--- src/rtl/idex_operand_stage_if.sv ---
// Bundle between decode/regfile/forwarding sources and the ID/EX operand stage.
// With IDEX_PERF_EN defined the bundle also carries the bubble/hold counters.
interface idex_operand_stage_if #(
    parameter int unsigned W      = 32,
    parameter int unsigned CTRL_W = 8
);
    // decode slot
    logic              d_valid;
    logic [4:0]        d_rs;
    logic [4:0]        d_rt;
    logic              d_uses_rs;
    logic              d_uses_rt;
    logic [4:0]        d_wn;
    logic              d_wreg;
    logic              d_m2reg;
    logic [W-1:0]      d_imm;
    logic [CTRL_W-1:0] d_ctrl;
    // register file read port
    logic [4:0]        rna;
    logic [4:0]        rnb;
    logic [W-1:0]      qa;
    logic [W-1:0]      qb;
    // forwarding sources
    logic [W-1:0]      e_alu;
    logic [4:0]        m_wn;
    logic              m_wreg;
    logic              m_m2reg;
    logic [W-1:0]      m_alu;
    logic [W-1:0]      m_mdata;
    logic [4:0]        w_wn;
    logic              w_we;
    logic [W-1:0]      w_d;
    // pipeline control
    logic              flush;
    logic              e_hold;
    logic              stall;
    // EX-stage register
    logic              e_valid;
    logic              e_wreg;
    logic              e_m2reg;
    logic [4:0]        e_wn;
    logic [W-1:0]      e_a;
    logic [W-1:0]      e_b;
    logic [W-1:0]      e_imm;
    logic [CTRL_W-1:0] e_ctrl;
`ifdef IDEX_PERF_EN
    logic [31:0]       bubble_cnt;
    logic [31:0]       hold_cnt;
`endif

    // driver side: decode, regfile, later stages
    modport master (
        output d_valid, d_rs, d_rt, d_uses_rs, d_uses_rt, d_wn, d_wreg, d_m2reg,
               d_imm, d_ctrl, qa, qb, e_alu, m_wn, m_wreg, m_m2reg, m_alu,
               m_mdata, w_wn, w_we, w_d, flush, e_hold,
        input  rna, rnb, stall, e_valid, e_wreg, e_m2reg, e_wn, e_a, e_b,
               e_imm, e_ctrl
`ifdef IDEX_PERF_EN
        , input bubble_cnt, hold_cnt
`endif
    );

    // operand stage side
    modport slave (
        input  d_valid, d_rs, d_rt, d_uses_rs, d_uses_rt, d_wn, d_wreg, d_m2reg,
               d_imm, d_ctrl, qa, qb, e_alu, m_wn, m_wreg, m_m2reg, m_alu,
               m_mdata, w_wn, w_we, w_d, flush, e_hold,
        output rna, rnb, stall, e_valid, e_wreg, e_m2reg, e_wn, e_a, e_b,
               e_imm, e_ctrl
`ifdef IDEX_PERF_EN
        , output bubble_cnt, hold_cnt
`endif
    );
endinterface

--- src/rtl/idex_operand_stage.sv ---
// Operand fetch, EX/MEM/WB forwarding, load-use bubble and ID/EX register.
// Optional feature macro: IDEX_PERF_EN adds saturating bubble/hold counters.
module idex_operand_stage #(
    parameter int unsigned W      = 32,
    parameter int unsigned CTRL_W = 8
) (
    input  logic clk,
    input  logic clrn,
    idex_operand_stage_if.slave bus
);

    logic         ex_fwd;
    logic [W-1:0] m_res;
    logic [W-1:0] fwd_a;
    logic [W-1:0] fwd_b;
    logic         load_use;
    logic         kill;

    // regfile addresses come straight from decode
    assign bus.rna = bus.d_rs;
    assign bus.rnb = bus.d_rt;

    // EX can only forward a non-load result; MEM picks load data for loads
    assign ex_fwd = bus.e_valid & bus.e_wreg & ~bus.e_m2reg;
    assign m_res  = bus.m_m2reg ? bus.m_mdata : bus.m_alu;

    // operand A: r0, then youngest producer first, then regfile
    always_comb begin
        fwd_a = bus.qa;
        if (bus.d_rs == 5'd0)                         fwd_a = '0;
        else if (ex_fwd && bus.e_wn == bus.d_rs)      fwd_a = bus.e_alu;
        else if (bus.m_wreg && bus.m_wn == bus.d_rs)  fwd_a = m_res;
        else if (bus.w_we && bus.w_wn == bus.d_rs)    fwd_a = bus.w_d;
    end

    // operand B: same priority on rt
    always_comb begin
        fwd_b = bus.qb;
        if (bus.d_rt == 5'd0)                         fwd_b = '0;
        else if (ex_fwd && bus.e_wn == bus.d_rt)      fwd_b = bus.e_alu;
        else if (bus.m_wreg && bus.m_wn == bus.d_rt)  fwd_b = m_res;
        else if (bus.w_we && bus.w_wn == bus.d_rt)    fwd_b = bus.w_d;
    end

    // load in EX whose data a valid decode needs: one bubble
    always_comb begin
        load_use = bus.d_valid & bus.e_valid & bus.e_wreg & bus.e_m2reg
                 & (bus.e_wn != 5'd0)
                 & ((bus.d_uses_rs & (bus.e_wn == bus.d_rs))
                  | (bus.d_uses_rt & (bus.e_wn == bus.d_rt)));
    end

    // flush overrides everything so the redirect is never frozen
    assign bus.stall = ~bus.flush & (load_use | bus.e_hold);
    assign kill      = bus.flush | (~bus.e_hold & load_use);

    // ID/EX register: reset, bubble, hold, or load
    always_ff @(posedge clk or posedge clrn) begin
        if (clrn) begin
            bus.e_valid <= 1'b0;
            bus.e_wreg  <= 1'b0;
            bus.e_m2reg <= 1'b0;
            bus.e_wn    <= 5'd0;
            bus.e_a     <= '0;
            bus.e_b     <= '0;
            bus.e_imm   <= '0;
            bus.e_ctrl  <= CTRL_W'(0);
        end else if (kill) begin
            bus.e_valid <= 1'b0;
            bus.e_wreg  <= 1'b0;
            bus.e_m2reg <= 1'b0;
            bus.e_wn    <= 5'd0;
            bus.e_a     <= '0;
            bus.e_b     <= '0;
            bus.e_imm   <= '0;
            bus.e_ctrl  <= CTRL_W'(0);
        end else if (!bus.e_hold) begin
            bus.e_valid <= bus.d_valid;
            bus.e_wreg  <= bus.d_wreg & bus.d_valid;
            bus.e_m2reg <= bus.d_m2reg & bus.d_valid;
            bus.e_wn    <= bus.d_wn;
            bus.e_a     <= fwd_a;
            bus.e_b     <= fwd_b;
            bus.e_imm   <= bus.d_imm;
            bus.e_ctrl  <= bus.d_ctrl;
        end
    end

`ifdef IDEX_PERF_EN
    // saturating count of load-use bubbles and unflushed hold cycles
    always_ff @(posedge clk or posedge clrn) begin
        if (clrn) begin
            bus.bubble_cnt <= 32'd0;
            bus.hold_cnt   <= 32'd0;
        end else begin
            if (!bus.flush && !bus.e_hold && load_use && bus.bubble_cnt != 32'hFFFF_FFFF)
                bus.bubble_cnt <= bus.bubble_cnt + 32'd1;
            if (!bus.flush && bus.e_hold && bus.hold_cnt != 32'hFFFF_FFFF)
                bus.hold_cnt <= bus.hold_cnt + 32'd1;
        end
    end
`endif

endmodule

--- src/flat_wrapper.sv ---
// flat-port wrapper written by rule: the top's interface ports become plain ports
module idex_operand_stage_flat 
#(
    parameter int unsigned W      = 32,
    parameter int unsigned CTRL_W = 8
)
  (clk, clrn, bus_d_valid, bus_d_rs, bus_d_rt, bus_d_uses_rs, bus_d_uses_rt, bus_d_wn, bus_d_wreg, bus_d_m2reg, bus_d_imm, bus_d_ctrl, bus_qa, bus_qb, bus_e_alu, bus_m_wn, bus_m_wreg, bus_m_m2reg, bus_m_alu, bus_m_mdata, bus_w_wn, bus_w_we, bus_w_d, bus_flush, bus_e_hold, bus_rna, bus_rnb, bus_stall, bus_e_valid, bus_e_wreg, bus_e_m2reg, bus_e_wn, bus_e_a, bus_e_b, bus_e_imm, bus_e_ctrl);
  idex_operand_stage_if #(.W(W), .CTRL_W(CTRL_W)) bus_i ();
  input  logic clk;
  input  logic clrn;
  input wire logic [$bits(bus_i.d_valid)-1:0] bus_d_valid;
  input wire logic [$bits(bus_i.d_rs)-1:0] bus_d_rs;
  input wire logic [$bits(bus_i.d_rt)-1:0] bus_d_rt;
  input wire logic [$bits(bus_i.d_uses_rs)-1:0] bus_d_uses_rs;
  input wire logic [$bits(bus_i.d_uses_rt)-1:0] bus_d_uses_rt;
  input wire logic [$bits(bus_i.d_wn)-1:0] bus_d_wn;
  input wire logic [$bits(bus_i.d_wreg)-1:0] bus_d_wreg;
  input wire logic [$bits(bus_i.d_m2reg)-1:0] bus_d_m2reg;
  input wire logic [$bits(bus_i.d_imm)-1:0] bus_d_imm;
  input wire logic [$bits(bus_i.d_ctrl)-1:0] bus_d_ctrl;
  input wire logic [$bits(bus_i.qa)-1:0] bus_qa;
  input wire logic [$bits(bus_i.qb)-1:0] bus_qb;
  input wire logic [$bits(bus_i.e_alu)-1:0] bus_e_alu;
  input wire logic [$bits(bus_i.m_wn)-1:0] bus_m_wn;
  input wire logic [$bits(bus_i.m_wreg)-1:0] bus_m_wreg;
  input wire logic [$bits(bus_i.m_m2reg)-1:0] bus_m_m2reg;
  input wire logic [$bits(bus_i.m_alu)-1:0] bus_m_alu;
  input wire logic [$bits(bus_i.m_mdata)-1:0] bus_m_mdata;
  input wire logic [$bits(bus_i.w_wn)-1:0] bus_w_wn;
  input wire logic [$bits(bus_i.w_we)-1:0] bus_w_we;
  input wire logic [$bits(bus_i.w_d)-1:0] bus_w_d;
  input wire logic [$bits(bus_i.flush)-1:0] bus_flush;
  input wire logic [$bits(bus_i.e_hold)-1:0] bus_e_hold;
  output wire logic [$bits(bus_i.rna)-1:0] bus_rna;
  output wire logic [$bits(bus_i.rnb)-1:0] bus_rnb;
  output wire logic [$bits(bus_i.stall)-1:0] bus_stall;
  output wire logic [$bits(bus_i.e_valid)-1:0] bus_e_valid;
  output wire logic [$bits(bus_i.e_wreg)-1:0] bus_e_wreg;
  output wire logic [$bits(bus_i.e_m2reg)-1:0] bus_e_m2reg;
  output wire logic [$bits(bus_i.e_wn)-1:0] bus_e_wn;
  output wire logic [$bits(bus_i.e_a)-1:0] bus_e_a;
  output wire logic [$bits(bus_i.e_b)-1:0] bus_e_b;
  output wire logic [$bits(bus_i.e_imm)-1:0] bus_e_imm;
  output wire logic [$bits(bus_i.e_ctrl)-1:0] bus_e_ctrl;
  assign bus_i.d_valid = bus_d_valid;
  assign bus_i.d_rs = bus_d_rs;
  assign bus_i.d_rt = bus_d_rt;
  assign bus_i.d_uses_rs = bus_d_uses_rs;
  assign bus_i.d_uses_rt = bus_d_uses_rt;
  assign bus_i.d_wn = bus_d_wn;
  assign bus_i.d_wreg = bus_d_wreg;
  assign bus_i.d_m2reg = bus_d_m2reg;
  assign bus_i.d_imm = bus_d_imm;
  assign bus_i.d_ctrl = bus_d_ctrl;
  assign bus_i.qa = bus_qa;
  assign bus_i.qb = bus_qb;
  assign bus_i.e_alu = bus_e_alu;
  assign bus_i.m_wn = bus_m_wn;
  assign bus_i.m_wreg = bus_m_wreg;
  assign bus_i.m_m2reg = bus_m_m2reg;
  assign bus_i.m_alu = bus_m_alu;
  assign bus_i.m_mdata = bus_m_mdata;
  assign bus_i.w_wn = bus_w_wn;
  assign bus_i.w_we = bus_w_we;
  assign bus_i.w_d = bus_w_d;
  assign bus_i.flush = bus_flush;
  assign bus_i.e_hold = bus_e_hold;
  assign bus_rna = bus_i.rna;
  assign bus_rnb = bus_i.rnb;
  assign bus_stall = bus_i.stall;
  assign bus_e_valid = bus_i.e_valid;
  assign bus_e_wreg = bus_i.e_wreg;
  assign bus_e_m2reg = bus_i.e_m2reg;
  assign bus_e_wn = bus_i.e_wn;
  assign bus_e_a = bus_i.e_a;
  assign bus_e_b = bus_i.e_b;
  assign bus_e_imm = bus_i.e_imm;
  assign bus_e_ctrl = bus_i.e_ctrl;
  idex_operand_stage #(.W(W), .CTRL_W(CTRL_W)) u_core (.clk(clk), .clrn(clrn), .bus(bus_i));
endmodule
--- config.mk ---
export PLATFORM = sky130hd
export DESIGN_NAME = idex_operand_stage_flat
export DESIGN_NICKNAME = d
export VERILOG_FILES = /design/src/rtl/idex_operand_stage_if.sv /design/src/rtl/idex_operand_stage.sv /design/src/flat_wrapper.sv
export SDC_FILE = /design/constraint.sdc
export NUM_CORES = 1
export LEC_CHECK = 0
export ABC_AREA = 1
export BUFFER_PORTS_ARGS = -buffer_cell sky130_fd_sc_hd__buf_4
export CELL_PAD_IN_SITES_DETAIL_PLACEMENT = 0
export CELL_PAD_IN_SITES_GLOBAL_PLACEMENT = 1
export CORE_MARGIN = 2
export CORE_UTILIZATION = 30
export DETAILED_ROUTE_END_ITERATION = 6
export PLACE_DENSITY_LB_ADDON = 0.12
export SLEW_MARGIN = 20
export SYNTH_ARGS = -nofsm -noshare
export SYNTH_HDL_FRONTEND = slang
export SYNTH_SLANG_ARGS = --single-unit
--- constraint.sdc ---
create_clock -name clk -period 10.4 [get_ports clk]
set_clock_uncertainty 0.1 [all_clocks]
set_input_delay 2.08 -clock clk [delete_from_list [all_inputs] [get_ports clk]]
set_output_delay 2.08 -clock clk [all_outputs]
set_load 0.01 [all_outputs]
==> results.cfg <==
[run]
max-cap-violations = 0

[logic_synthesis]
postSynthCellCount = 1423
ys_types = 20
syn-num-nets = 1692
synth-adder-area-share_pct = 0
synth_xor_xnor_area_share_pct = 0.5149
synth.yosys.warnings = 0
synth_largest_type_area_fraction_pct = 32.95
synth.largest_area_cell = dfrtp_1
synthesis.area_per_instance_um2 = 5.977
post_synth_instance_area_um2 = 8506
synth_seq_area_share_pct = 32.95
postSynthRegisterBits = 112
synth.top_cells.by_area = dfrtp_1 33%, nand2_1 22%, nand3_1 9.8%
synth_simple_gate_area_share_pct = 44.07
synth-compound-area-share_pct = 3.633
largest_family_of_logic_cells_by_synthesized_area = simple AND/OR/NAND/NOR gates
yosys-mux-area-fraction_pct = 3.766

[clock_network]
cts.clk_slew.worst_paths_ps = 80
clock_sinks = 112
ctsResizeCount = 0
cts-htree-levels = 3
clk-insertion-delay-late_ps = 370
cts_max_path_buffers = 2
tritoncts.num_buffers = 9
post_cts_hold_buffer_count = 0
count_of_buffers_added_by_post_cts_timing_repair_for_setup = 0
clock_root_buffer = clkbuf_16
tritoncts = yes

[hold_path]
min_delay_path_depth = 2
min_delay_worst_endpoint = u_core.bus.e_b[9]$_DFFE_PP0P_
hold_start = u_core.bus.e_b[9]$_DFFE_PP0P_
path_class_of_the_lowest_slack_min_delay_path = flip-flop to flip-flop

[floorplan]
core_area_um2 = 27860
floorplan.initialDensity_pct = 30.53
die-area_um2 = 29710
die_w_um = 172.4
y_dimension_of_the_die_um = 172.4
design.portCount = 392
row_count = 61

[timing]
maximum_operating_frequency_mhz = 177.9
final_min_period_over_clock_period_pct = 54.06
drv_slew = 0
finalSetupViolations = 0
grt_setup_unrepaired = no
tightestPinTransition_ps = 1093
period_needed_ps = 5622
hold_viol = 0
timing.slew.headroom_pct = 26.95
setup-tns-final_ps = 0

[drt]
via_per_inst = 4.744
first_iter_violations = 673
drt-pass1-iter-count = 5
wirelength_um = 38160
drtAntennaViolNets = 0
drc = 0
wire_per_inst_um = 17.99
route.vias.total = 10060

[pwr]
power.internal_uw = 799.7
pwr-share-clk_pct = 30.5
sw_frac_of_total_pct = 34.70
power.leakage_nw = 7.136
pwr-share-comb_pct = 29.7
power.ir.vdd_worst_uv = 68.97
power.density_cell_area_nw_per_um2 = 102.2
power_switching_uw = 424.9
power.sequential.fraction_pct = 39.7

[grt]
maximum_number_of_pins_on_one_net_before_global_route_repair = 91
global_route.usage.total_pct = 25.32
antenna_found_initial = 1
vias_in_the_first_global_route = 10100
gr-total-overflow = 0
grt_first_pass_wirelength_um = 57150

[finish]
stdcell_count = 2121
design_area_um2 = 11980
fraction_of_layout_cells_with_a_size_suffix_above_1_pct = 25.09
area_growth_syn_to_layout_pct = 40.87
fin_nets = 2006

[setup_path]
critical_path_required_ps = 8220
slack_of_the_worst_reg_to_reg_path_ps = 7230
crit_path_cell_trace = buf_4 -> clkinv_1 -> buf_4 -> nor2_4 -> inv_1 -> o21ai_0 -> buf_4
critical-path-top-cell-by-count = buf_4
crit-reg2reg-capture = u_core.bus.e_a[1]$_DFFE_PP0P_
cp-start-kind = input port
critical_path_buf_inv_count = 5
r2r.worst_path.cells = 9
critPathMaxStageDelay_ps = 430
cpMaxStageDelayCell = nor2_4
critPathCaptureType = primary output
timing.setup.critical_path_class = input port to primary output
critPathMaxFanout = 42
arrival_time_at_the_worst_endpoint_ps = 3440
worst_r2r_startpoint = u_core.bus.e_wreg$_DFFE_PP0P_
critPathTopFamily = buffers and inverters

[status]
outcome = finished, final reports clean

[placed_design]
placedInstanceArea_um2 = 11670
gpl.final_weighted_congestion = 0.8377
post-dp-hpwl_um = 26520
cells_after_dpl = 2104
buffers_added_on_ports = 391
==> placed cells by master, fill, tap and decap left out, types with 4 or more instances in the layout <==
cell type / count
dfrtp_1: 112
inv_1: 218
nand2_1: 502
clkbuf_16: 9
o21ai_0: 53
inv_8: 4
xor2_1: 4
nand3_1: 163
buf_4: 399
nand4_1: 69
nor2_1: 146
o22ai_1: 4
mux2i_1: 32
nor2_4: 8
==> layout make-up <==
cell class                      instances  area (um^2)
Inverter                              223        842.1
Fill cell                            3102        15880
Sequential cell                       112         2803
Tap cell                              378        473.0
Timing Repair Buffer                  400         3007
Multi-Input combinational cell        991         4551
Clock buffer                            9        225.2
Antenna cell                            1        2.502
Clock inverter                          7        78.83
==> power groups by stage <==
stage / Sequential, mW / Combinational, mW / Clock, mW
2_1_floorplan: 0.507 / 0.150 / 0
3_3_place_gp: 0.494 / 0.367 / 0
3_5_place_dp: 0.495 / 0.367 / 0
4_1_cts: 0.487 / 0.367 / 0.387
5_1_grt: 0.491 / 0.403 / 0.405
6_report: 0.487 / 0.364 / 0.374
==> worst min-delay path, stage by stage (launching register included) <==
cell,delay [ps]
dfrtp_1,350
nand2_1,50
nand2_1,50
==> cell usage after synthesis <==
master and instances:
a21oi_1 2, a21oi_2 1, buf_2 22, buf_4 14
clkbuf_1 61, clkinv_1 1, dfrtp_1 112, inv_1 219
inv_2 3, mux2i_1 32, nand2_1 503, nand3_1 167
nand4_1 69, nor2_1 152, nor2_2 2, nor3_2 1
o21ai_0 53, o22ai_1 4, xnor2_1 1, xor2_1 4
==> layer usage <==
layer  track usage [%]  up-vias  wire, um
li1                  -     5007         -
met5                 0        -         0
met2             44.31      388     18350
met3             6.775       33      3145
met4             6.540        0       722
met1             30.68     4633     15950
==> sequential cells by signal, summed over array words and instances, names as in the netlist <==
name and count:
u_core.bus.e_wn 5, u_core.bus.e_m2reg 1, u_core.bus.e_ctrl 8, u_core.bus.e_valid 1, u_core.bus.e_wreg 1, u_core.bus.e_a 32, u_core.bus.e_b 32, u_core.bus.e_imm 32
==> per-stage QoR <==
step / utilization, % / setup slack, ps / hold slack [ps] / total power, mW
2_1_floorplan: - / 5261 / 415.7 / 0.6576
3_3_place_gp: 41.89 / 4786 / 366.3 / 0.8611
3_5_place_dp: 41.90 / 4783 / 366.9 / 0.8613
4_1_cts: 42.99 / 4772 / 389.2 / 1.242
5_1_grt: 43.01 / 4613 / 405.0 / 1.300
6_report: 43.01 / 4778 / 381.7 / 1.225
==> worst max-delay path by stage <==
stage	start	end	slack, ps	cells past startpoint
global route	bus_e_hold	bus_stall	4610	7
floorplan	clrn	u_core.bus.e_a[0]$_DFFE_PP0P_	5260	1
global placement	bus_e_hold	bus_stall	4790	7
CTS	bus_e_hold	bus_stall	4770	7
detailed placement	bus_e_hold	bus_stall	4780	7
finish	bus_e_hold	bus_stall	4780	7
==> cell families (layout without fill, tap and decap cells) <==
logic type	after synthesis	count (layout)
DFF	112	112
xor gates and xnor gates	5	5
buffers and inverters	320	639
muxes	32	32
and+or+nand+nor	894	894
AOI/OAI and AO/OA	60	60
other	0	1
Power figures use the tool's default switching activity.
